--- src/rtl/dcache_pkg.sv ---
// rtl/dcache_pkg.sv - geometry constants and controller state type for dcache
package dcache_pkg;

    localparam int TAG_W      = 3;
    localparam int INDEX_W    = 3;
    localparam int OFFSET_W   = 2;
    localparam int BLOCK_W    = 32;
    localparam int NUM_BLOCKS = 8;
    localparam int BADDR_W    = TAG_W + INDEX_W;

    typedef enum logic [1:0] {
        IDLE      = 2'd0,
        WRITEBACK = 2'd1,
        FETCH     = 2'd2
    } state_t;

endpackage

--- src/rtl/dcache_ctrl.sv ---
// rtl/dcache_ctrl.sv - miss-handling FSM, memory request and CPU stall logic
//
// Ports:
//   CLK, RESET          clock, asynchronous active-high reset
//   READ, WRITE         CPU load/store request
//   HIT, VALID, DIRTY   lookup result and line status for the addressed index
//   MEM_BUSYWAIT        memory busy; low for one cycle at completion
//   BUSYWAIT            CPU stall
//   MEM_READ, MEM_WRITE block fetch / write-back request
//   FILL                load the fetched block into the addressed line
//   STORE               commit the CPU store byte into the addressed line
module dcache_ctrl
    import dcache_pkg::*;
(
    input  logic CLK,
    input  logic RESET,
    input  logic READ,
    input  logic WRITE,
    input  logic HIT,
    input  logic VALID,
    input  logic DIRTY,
    input  logic MEM_BUSYWAIT,
    output logic BUSYWAIT,
    output logic MEM_READ,
    output logic MEM_WRITE,
    output logic FILL,
    output logic STORE
);

    state_t state;
    state_t next_state;

    logic req;
    assign req = READ | WRITE;

    always_ff @(posedge CLK or posedge RESET) begin
        if (RESET) begin
            state <= IDLE;
        end else begin
            state <= next_state;
        end
    end

    // Outputs decode the current state directly so that a reset aborts a
    // memory request in the same cycle it is asserted.
    always_comb begin
        next_state = state;
        MEM_READ   = 1'b0;
        MEM_WRITE  = 1'b0;
        FILL       = 1'b0;
        STORE      = 1'b0;
        case (state)
            IDLE: begin
                if (req && HIT) begin
                    // WRITE wins over a simultaneous READ
                    STORE = WRITE;
                end else if (req) begin
                    next_state = (VALID && DIRTY) ? WRITEBACK : FETCH;
                end
            end
            WRITEBACK: begin
                MEM_WRITE = 1'b1;
                if (!MEM_BUSYWAIT) begin
                    next_state = FETCH;
                end
            end
            FETCH: begin
                MEM_READ = 1'b1;
                if (!MEM_BUSYWAIT) begin
                    FILL       = 1'b1;
                    next_state = IDLE;
                end
            end
            default: begin
                next_state = IDLE;
            end
        endcase
    end

    assign BUSYWAIT = req && !(state == IDLE && HIT);

endmodule

--- src/rtl/dcache.sv ---
// rtl/dcache.sv - direct-mapped write-back byte data cache, 8 blocks x 4 bytes
//
// Ports:
//   CLK, RESET     clock, asynchronous active-high reset
//   READ, WRITE    CPU load/store request, held until BUSYWAIT is low
//   ADDRESS        byte address {tag[7:5], index[4:2], offset[1:0]}
//   WRITEDATA      store byte
//   READDATA       load byte (combinational select of the indexed block)
//   BUSYWAIT       CPU stall
//   MEM_READ       block fetch request
//   MEM_WRITE      block write-back request
//   MEM_ADDRESS    block address {tag,index}
//   MEM_WRITEDATA  write-back block, byte 0 in [7:0]
//   MEM_READDATA   fetched block
//   MEM_BUSYWAIT   memory busy
module dcache
    import dcache_pkg::*;
(
    input  logic               CLK,
    input  logic               RESET,
    input  logic               READ,
    input  logic               WRITE,
    input  logic [7:0]         ADDRESS,
    input  logic [7:0]         WRITEDATA,
    output logic [7:0]         READDATA,
    output logic               BUSYWAIT,
    output logic               MEM_READ,
    output logic               MEM_WRITE,
    output logic [BADDR_W-1:0] MEM_ADDRESS,
    output logic [BLOCK_W-1:0] MEM_WRITEDATA,
    input  logic [BLOCK_W-1:0] MEM_READDATA,
    input  logic               MEM_BUSYWAIT
);

    logic [TAG_W-1:0]    addr_tag;
    logic [INDEX_W-1:0]  addr_index;
    logic [OFFSET_W-1:0] addr_offset;

    assign addr_tag    = ADDRESS[7:5];
    assign addr_index  = ADDRESS[4:2];
    assign addr_offset = ADDRESS[1:0];

    logic [BLOCK_W-1:0]    data_arr [NUM_BLOCKS];
    logic [TAG_W-1:0]      tag_arr  [NUM_BLOCKS];
    logic [NUM_BLOCKS-1:0] valid_arr;
    logic [NUM_BLOCKS-1:0] dirty_arr;

    logic hit;
    logic fill;
    logic store;

    assign hit = valid_arr[addr_index] && (tag_arr[addr_index] == addr_tag);

    dcache_ctrl u_ctrl (
        .CLK          (CLK),
        .RESET        (RESET),
        .READ         (READ),
        .WRITE        (WRITE),
        .HIT          (hit),
        .VALID        (valid_arr[addr_index]),
        .DIRTY        (dirty_arr[addr_index]),
        .MEM_BUSYWAIT (MEM_BUSYWAIT),
        .BUSYWAIT     (BUSYWAIT),
        .MEM_READ     (MEM_READ),
        .MEM_WRITE    (MEM_WRITE),
        .FILL         (fill),
        .STORE        (store)
    );

    // Line status is cleared by reset; data and tags are left as-is since
    // an invalid line never hits.
    always_ff @(posedge CLK or posedge RESET) begin
        if (RESET) begin
            valid_arr <= '0;
            dirty_arr <= '0;
        end else if (fill) begin
            valid_arr[addr_index] <= 1'b1;
            dirty_arr[addr_index] <= 1'b0;
        end else if (store) begin
            dirty_arr[addr_index] <= 1'b1;
        end
    end

    always_ff @(posedge CLK) begin
        if (fill) begin
            data_arr[addr_index] <= MEM_READDATA;
            tag_arr[addr_index]  <= addr_tag;
        end else if (store) begin
            data_arr[addr_index][{addr_offset, 3'b000} +: 8] <= WRITEDATA;
        end
    end

    assign READDATA = data_arr[addr_index][{addr_offset, 3'b000} +: 8];

    // Write-back targets the resident line; a fetch targets the requested one.
    always_comb begin
        MEM_ADDRESS   = '0;
        MEM_WRITEDATA = '0;
        if (MEM_WRITE) begin
            MEM_ADDRESS   = {tag_arr[addr_index], addr_index};
            MEM_WRITEDATA = data_arr[addr_index];
        end else if (MEM_READ) begin
            MEM_ADDRESS   = ADDRESS[7:2];
        end
    end

endmodule
--- config.mk ---
export PLATFORM = sky130hd
export DESIGN_NAME = dcache
export DESIGN_NICKNAME = d
export VERILOG_FILES = /design/src/rtl/dcache_pkg.sv /design/src/rtl/dcache_ctrl.sv /design/src/rtl/dcache.sv
export SDC_FILE = /design/constraint.sdc
export NUM_CORES = 1
export LEC_CHECK = 0
export CAP_MARGIN = 10
export CORE_ASPECT_RATIO = 0.8
export CORE_MARGIN = 3
export CORE_UTILIZATION = 50
export DETAILED_ROUTE_END_ITERATION = 8
export PLACE_DENSITY = 0.73
export REMOVE_ABC_BUFFERS = 1
export SYNTH_ARGS = -nofsm -noshare
export SYNTH_HDL_FRONTEND = slang
export SYNTH_SLANG_ARGS = --single-unit
--- constraint.sdc ---
create_clock -name CLK -period 2.99 [get_ports CLK]
set_input_delay 0.598 -clock CLK [delete_from_list [all_inputs] [get_ports CLK]]
set_output_delay 0.598 -clock CLK [all_outputs]
set_load 0.02 [all_outputs]
==> results of run 1 <==
[path summary, 6_finish.rpt]
| kind | start | end | depth (start not counted) |
|---|---|---|---|
| max | data_arr[3][2] | READDATA[2] | 6 |
| min | RESET | u_ctrl.state[0] | 2 |
| max reg2reg | tag_arr[7][2] | data_arr[6][13] | 9 |
| min reg2reg | valid_arr[5] | valid_arr[5] | 1 |
| max in group asynchronous | RESET | asynchronous set/reset pin | 2 |
| min in group CLK | valid_arr[5] | valid_arr[5] | 1 |
[routing by layer]
| layer | GRT usage, % | vias up |
|---|---|---|
| met2 | 43.0 | 715 |
| met4 | 9.83 | 0 |
| met1 | 39.7 | 4758 |
| li1 | - | 3943 |
| met3 | 9.31 | 143 |
| met5 | 0 | - |
[critical path, cell delays in order, from the launching register on]
cell and delay (ns):
edfxtp_1 0.41, mux2_4 0.31, a221oi_4 0.32, a21oi_2 0.06, a221o_1 0.33, mux4_2 0.53
buf_6 0.16
[area by class of cell]
type | instances | area (sq um)
Timing Repair Buffer | 311 | 3030
Sequential cell | 298 | 8860
Clock inverter | 14 | 119
Fill cell | 1544 | 7400
Inverter | 40 | 154
Clock buffer | 38 | 779
Multi-Input combinational cell | 487 | 4620
Tap cell | 324 | 405
[state kept, by name, summed over array words and instances, names as in the netlist, named ones only]
name	count
u_ctrl.state	2
valid_arr	8
data_arr	256
tag_arr	24
[Yosys cell counts (all sizes together) (2+ instances only)]
library cell	n
ha	5
nor2	37
dfrtp	18
or3b	2
mux2	22
mux4	27
nor2b	4
a21oi	48
nor3	3
nor3b	3
a221o	5
nand2	77
buf	26
and2	27
edfxtp	280
a211oi	3
o21ai	38
or2	10
a22oi	24
clkbuf	22
nand4	3
inv	40
a21o	2
mux2i	62
a221oi	19
o22ai	4
a21boi	2
nand2b	8
nand3b	3
nand3	18
a22o	6
a31oi	6
and3	3
o221ai	6
[power groups by stage]
| stage | combinational (mW) | sequential (mW) | clock (mW) |
|---|---|---|---|
| 4_1_cts | 1.09 | 4.69 | 3.51 |
| 3_5_place_dp | 0.992 | 4.77 | 0 |
| 6_report | 1.27 | 4.69 | 3.53 |
| 5_1_grt | 1.31 | 4.69 | 3.69 |
| 3_3_place_gp | 0.978 | 4.77 | 0 |
| 2_1_floorplan | 0.417 | 4.76 | 0 |
[logic make-up (layout without fill, tap and decap cells)]
kind of cell,count (synthesis),in the layout
flip-flops,298,298
AND/OR/NAND/NOR,199,201
AO/OA/AOI/OAI,169,169
multiplexers,111,111
buffers and inverters,88,403
adder cells (fa/ha/maj),5,5
XOR/XNOR,1,1
[cells in the final DEF (no fill, tap or decap), types with 6 or more instances in the layout]
cell	instances
clkdlybuf4s50_1	54
o21ai_2	9
a21oi_1	22
and2_1	25
a21oi_2	18
mux2i_4	26
o21ai_0	27
buf_12	17
a221oi_1	6
clkbuf_1	7
nand3_1	9
edfxtp_1	280
clkbuf_16	32
or2_2	9
nand2_1	72
mux4_2	27
buf_8	6
mux2i_2	8
dfrtp_1	18
a22o_1	6
mux2_2	17
clkbuf_2	6
a221oi_2	9
nor2_1	31
a21oi_4	8
buf_6	40
nand3_4	6
nand2b_1	6
dlygate4sd2_1	21
inv_1	39
a22oi_1	20
mux2i_1	28
buf_4	154
[what timing repair did]
action                     in CTS  in global routing
gates resized for setup       203                160
gates cloned                    3                  5
setup endpoints to repair     145                465
pin swaps                       9                 20
setup buffers                  13                 27
[metrics by stage]
step / total power, mW / utilization (%) / std cells
floorplan: 5.18 / - / 823
global placement: 5.75 / 61.3 / 1416
detailed placement: 5.77 / 61.3 / 1416
CTS: 9.29 / 67.0 / 1484
global route: 9.70 / 70.8 / 1512
finish: 9.49 / 70.8 / 1512
==> impl_metrics.toml, run 1 <==
[clocking]
cts_buffer_depth = 3
cts_tree = "built"
cts.root.buffer_cell = "clkbuf_16"
h-tree-depth = 1
clk_pin_slew_worst_paths_ns = 0.07
cts_buffers = 28
holdBufCountCts = 0
numClockSinks = 298
clk_latency_ns = 0.56

[layout]
fin_area_sq_um = 18000
drive_gt1_share_pct = 38.7
finalNetCount = 1224
antennaDiodeCount = 0
areaGrowthSynthToFinish_pct = 38.7

[sta]
final_max_slew_viol_count = 0
period_needed_ns = 3.26
final.period_utilization_pct = 109
final_hold_viol_count = 0
fin_setup_tns_ns = -1.09
max_freq_mhz = 307
worst_slack_ns = -0.270
setup_violations = 19
fin_worst_skew_ns = 0.0212
rsz0062_at_grt = "true"
worst_slew_pin_slew_ns = 0.755
relSlewSlack_pct = 49.7
whs_ns = 0.449

[floorplan]
core_area_sq_um = 25400
num_rows = 52
initial_core_util_pct = 51.1
die_h_um = 150
die_area_sq_um = 27900
ios = 102
die_w_um = 186

[global_routing]
overflow = 0
first_global_vias = 9088
grt_max_degree = 50
grtUsageTotal_pct = 28.6
antenna_found_initial = 0
grt_pass1_wl_um = 57700

[synthesis]
synth-main-ff-cell = "edfxtp_1"
synth_fa_ha_area_share_pct = 0.483
ys_seq_elements = 298
synth_top_area_share_pct = 64.9
synth-compound-area-share_pct = 8.70
synth_xor_xnor_area_share_pct = 0.212
yosysTopAreaCell = "edfxtp_1"
yosysWarnings = 0
synth_edf_count = 280
async_flop_share_pct = 6.04
synthMuxAreaShare_pct = 11.4
synth_cells = 871
synth_top_family_by_area = "multiplexers"
yosys-top-cells-area = "edfxtp_1 (65%), mux2i_1 (4.8%), mux4_2 (4.7%)"
yosys.cell_types.count = 54
synthSimpleGateAreaFrac_pct = 7.84
syn_avg_cell_area_sq_um = 14.9
ys_seq_area_share_pct = 68.4
syn_area_sq_um = 13000

[pwr]
comb_power_share_pct = 13.4
p_int_mw = 7.22
clockPowerShare_pct = 37.2
power_frac_seq_pct = 49.4
p_leak_nw = 6.60
p_sw_mw = 2.26
powerDensity_nw_per_um2 = 528
swShare_pct = 23.9
vdd_drop_max_mv = 0.361

[outcome]
violations = "negative setup slack"
status = "finished, violations left"

[detailed_routing]
met3_length_um = 5750
finalWirelength_um = 42700
wl_met2_um = 19400
drt_first_pass_iters = 5
antenna_left = 0
drt-vias-per-instance = 6.32
wl_met1_um = 15700
wire_per_inst_um = 28.2
drt-initial-drc-count = 1215
drc = 0
via_count = 9559
top_layer = "met4"

[setup_path]
cp.arrival_ns = 2.66
worst-setup-path-type = "flip-flop to output port"
crit_path_max_fanout = 2
cp_data_required_time_ns = 2.39
worstSetupEndpointType = "output port"
reg2reg_slack_ns = -0.01
worstSetupStartpointType = "flip-flop"

[placed_design]
globalplace.congestion = 0.978
placed_cell_area_sq_um = 15600
pre_cts_ws_ns = -0.845
hpwl_um = 27100
io_buffers = 101

[hold_path]
hold_path.class = "primary input to asynchronous set/reset pin"

[job]
max_cap_violations = 0
No activity file was read; power rests on OpenSTA's default activity.
==> run 2, diff against run 1 <==
ABC_AREA = 0   (was default)
SKIP_CTS_REPAIR_TIMING = 1   (was default)
==> impl_metrics.toml, run 2 (synthesis results as in run 1) <==
[placed_design]
dp_cells = 1416
globalplace.congestion = 0.978
io_buffers = 101
hpwl_um = 27100
placed_cell_area_sq_um = 15600

[layout]
finalNetCount = 1212
antennaDiodeCount = 0
layout.cells.non_filler = 1500
fin_area_sq_um = 17400
largest_register_ffs = 256
multiInputGateArea_sq_um = 4220
filler_cell_count = 1671
reg_top3 = "data_arr x256, tag_arr x24, valid_arr x8"
drive_gt1_share_pct = 34.9
layout_commonest_cell = "edfxtp_1"
layout.area.seq_sq_um = 8860
top_register = "data_arr"
final_cell_mix = "edfxtp_1 (280), buf_4 (161), nand2_1 (75), clkdlybuf4s50_1 (55), inv_1 (39)"
areaGrowthSynthToFinish_pct = 34.7

[floorplan]
initial_core_util_pct = 51.1
die_w_um = 186
ios = 102
die_h_um = 150
core_area_sq_um = 25400
num_rows = 52
die_area_sq_um = 27900

[sta]
rsz0062_at_grt = "true"
final_hold_viol_count = 0
final.period_utilization_pct = 108
worst_slack_ns = -0.254
whs_ns = 0.453
final_max_slew_viol_count = 0
fin_worst_skew_ns = 0.0155
period_needed_ns = 3.24
setup_violations = 31
relSlewSlack_pct = 53.7
worst_slew_pin_slew_ns = 0.693
max_freq_mhz = 308

[clocking]
cts_buffer_depth = 3
numClockSinks = 298
clk_latency_ns = 0.55
h-tree-depth = 1
cts_buffers = 28
cts.root.buffer_cell = "clkbuf_16"
cts_tree = "built"
clk_pin_slew_worst_paths_ns = 0.07

[global_routing]
grt_max_degree = 50
grtUsageTotal_pct = 27.1
overflow = 0
first_global_vias = 8786
antenna_found_initial = 0
grt_pass1_wl_um = 55000

[detailed_routing]
met3_length_um = 5390
wl_met2_um = 18300
finalWirelength_um = 40900
drc = 0
top_layer = "met4"
drt-vias-per-instance = 6.23
drt-initial-drc-count = 1249
wl_met1_um = 15600
wire_per_inst_um = 27.3
antenna_left = 0
drt_first_pass_iters = 5
via_count = 9350

[setup_path]
worstSetupStartpointType = "flip-flop"
critPathLaunch = "data_arr[3][2]"
reg2reg_slack_ns = -0.04
worst-setup-path-type = "flip-flop to output port"
crit_path_max_fanout = 2
cp_data_required_time_ns = 2.39
r2r_cells = 10
r2r_start = "tag_arr[1][2]"
cp.arrival_ns = 2.65
worstSetupEndpointType = "output port"

[pwr]
p_leak_nw = 6.82
totalPowerFinal_mw = 9.37
vdd_drop_max_mv = 0.457
powerDensity_nw_per_um2 = 537

[outcome]
violations = "negative setup slack"
status = "finished, violations left"

[hold_path]
hold_path.class = "primary input to asynchronous set/reset pin"

[job]
max_cap_violations = 0
## run 2: layer usage
layer,track usage [%],vias up
li1,-,3915
met1,38.2,4621
met2,39.7,694
met3,9.06,120
met4,9.49,0
met5,1.64,-
## run 2: path summary, 6_finish.rpt
check                                              to
max                                       READDATA[2]
min                                   u_ctrl.state[0]
max reg2reg                           data_arr[1][22]
min reg2reg                              valid_arr[5]
max in group asynchronous  asynchronous set/reset pin
min in group CLK                         valid_arr[5]
## run 2: power by group
part	total (mW)	internal, mW	leakage, nW	switching [mW]
Sequential	4.69	4.66	2.75	0.0305
Clock	3.53	1.99	0.436	1.54
Combinational	1.15	0.507	3.64	0.647
## run 2: worst max-delay path: stages, from the launching register on
cell and delay, ns:
edfxtp_1 0.43, mux2_4 0.29, a221oi_2 0.28, a21oi_2 0.06, a221o_1 0.33, mux4_2 0.53
buf_6 0.16
## run 2: metrics by stage
stage,utilization [%],setup slack (ns),TNS [ns]
after floorplan,-,-0.399,-118.89
after global placement,61.3,-0.898,-210.42
after detailed placement,61.3,-0.845,-234.60
after CTS,64.9,-0.858,-24.28
after global routing,68.8,-0.284,-3.75
final,68.8,-0.254,-1.58
## run 2: final cells by class
class | instances | area share (%)
Sequential cell | 298 | 50.8
Clock inverter | 14 | 0.681
Multi-Input combinational cell | 486 | 24.2
Inverter | 40 | 0.882
Tap cell | 324 | 2.32
Timing Repair Buffer | 300 | 16.7
Clock buffer | 38 | 4.47
==> run 3, diff against run 2 <==
PLACE_DENSITY = default   (was 0.73)
PLACE_DENSITY_LB_ADDON = 0.05   (was default)
==> impl_metrics.toml, run 3 (synthesis results as in run 1) <==
[detailed_routing]
via_count = 8877
wire_per_inst_um = 26.3
drt-initial-drc-count = 880
drt-vias-per-instance = 5.98
drc = 0
antenna_left = 0
drt_first_pass_iters = 5
finalWirelength_um = 39100

[sta]
fin_worst_skew_ns = 0.0125
max_freq_mhz = 308
worst_slack_ns = -0.259
setup_violations = 6
relSlewSlack_pct = 51.3
final_hold_viol_count = 0
rsz0062_at_grt = "true"
worst_slew_pin_slew_ns = 0.730
whs_ns = 0.459
period_needed_ns = 3.25
final.period_utilization_pct = 109
final_max_slew_viol_count = 0

[setup_path]
worst-setup-path-type = "flip-flop to output port"
cpMaxStageDelayCell = "mux4_2"
critPathTopFamily = "multiplexers"
cp.arrival_ns = 2.65
worstSetupStartpointType = "flip-flop"
critPathLaunch = "data_arr[1][2]"
slowest_delay_ns = 0.49
worstSetupEndpointType = "output port"
crit_path_max_fanout = 2
cp_data_required_time_ns = 2.39
reg2reg_slack_ns = 0.09
path_cells = "mux2_4, a221oi_2, a21oi_1, a221o_1, buf_4, mux4_2, buf_6"
cp_num_buf_inv = 2
r2r_start = "tag_arr[7][2]"

[floorplan]
num_rows = 52
die_w_um = 186
ios = 102
die_h_um = 150
core_area_sq_um = 25400
die_area_sq_um = 27900
initial_core_util_pct = 51.1

[global_routing]
antenna_found_initial = 1
first_global_vias = 8892
overflow = 0
grt_max_degree = 49
grtUsageTotal_pct = 27.6
grt_pass1_wl_um = 55900

[placed_design]
globalplace.congestion = 0.873
placed_cell_area_sq_um = 15500
hpwl_um = 27100
io_buffers = 101

[layout]
finalCoreUtilization_pct = 67.7
drive_gt1_share_pct = 31.2
fin_area_sq_um = 17200
top_register = "data_arr"
final_cell_mix = "edfxtp_1 (280), buf_4 (148), nand2_1 (75), clkdlybuf4s50_1 (53), a21oi_1 (43)"
antennaDiodeCount = 0
largest_register_ffs = 256
finalNetCount = 1196
filler_cell_count = 1806
reg_top3 = "data_arr x256, tag_arr x24, valid_arr x8"
layout_commonest_cell = "edfxtp_1"
areaGrowthSynthToFinish_pct = 32.6

[pwr]
p_sw_mw = 2.19
vdd_drop_max_mv = 0.459
power_frac_seq_pct = 49.6
p_leak_nw = 6.84
clockPowerShare_pct = 38.7
p_int_mw = 7.26
comb_power_share_pct = 11.7
swShare_pct = 23.2
totalPowerFinal_mw = 9.45
powerDensity_nw_per_um2 = 550

[clocking]
cts.root.buffer_cell = "clkbuf_16"
clk_pin_slew_worst_paths_ns = 0.06
cts_buffer_depth = 3
clk_latency_ns = 0.56
cts_buffers = 30
h-tree-depth = 1
cts_tree = "built"
numClockSinks = 298

[hold_path]
hold_path.class = "primary input to asynchronous set/reset pin"

[outcome]
status = "finished, violations left"
violations = "negative setup slack"

[job]
max_cap_violations = 0
==> run 3: cell types whose count changed in the layout (fill, tap and decap cells not counted), moves of 6 or more <==
cell	before	now
buf_6	25	19
a21oi_2	11	4
mux2i_1	28	39
buf_4	161	148
a21oi_1	31	43
mux2i_4	8	2
==> run 3: layout make-up <==
class | count | area (sq um) | share of cell area, %
clock buffer | 44 | 867 | 5.05
clock inverter | 11 | 91.3 | 0.532
inverter | 40 | 150 | 0.874
multi-input combinational | 485 | 4010 | 23.3
sequential | 298 | 8860 | 51.6
tap | 324 | 405 | 2.36
timing repair buffer | 283 | 2790 | 16.3
==> run 3: worst paths after layout <==
kind / to / cells after the start
setup / recovery: READDATA[2] / 7
hold / removal: valid_arr[6] / 2
setup reg to reg: data_arr[3][19] / 9
hold reg to reg: valid_arr[0] / 1
max in group asynchronous: u_ctrl.state[0] / 2
min in group CLK: valid_arr[0] / 1
==> run 3: stage by stage <==
stage	setup WS, ns	setup TNS, ns	cells
floorplan	-0.399	-118.89	823
global placement	-0.710	-258.98	1413
detailed placement	-0.749	-305.78	1413
CTS	-0.740	-30.33	1468
global route	-0.298	-1.34	1485
finish	-0.259	-0.874	1485
==> run 3: per-layer routing <==
layer,vias to the layer above,global-route usage (%),share of wire [%]
li1,3885,-,-
met4,0,8.71,3.4
met3,90,7.07,10
met1,4452,38.7,41
met2,450,42.9,46
met5,-,0,0
==> run 3: power groups by stage <==
stage / Sequential, mW / Combinational, mW / Clock [mW]
3_5_place_dp: 4.77 / 0.995 / 0
5_1_grt: 4.69 / 1.16 / 3.87
4_1_cts: 4.69 / 0.999 / 3.68
6_report: 4.69 / 1.10 / 3.66
2_1_floorplan: 4.76 / 0.417 / 0
3_3_place_gp: 4.77 / 0.978 / 0
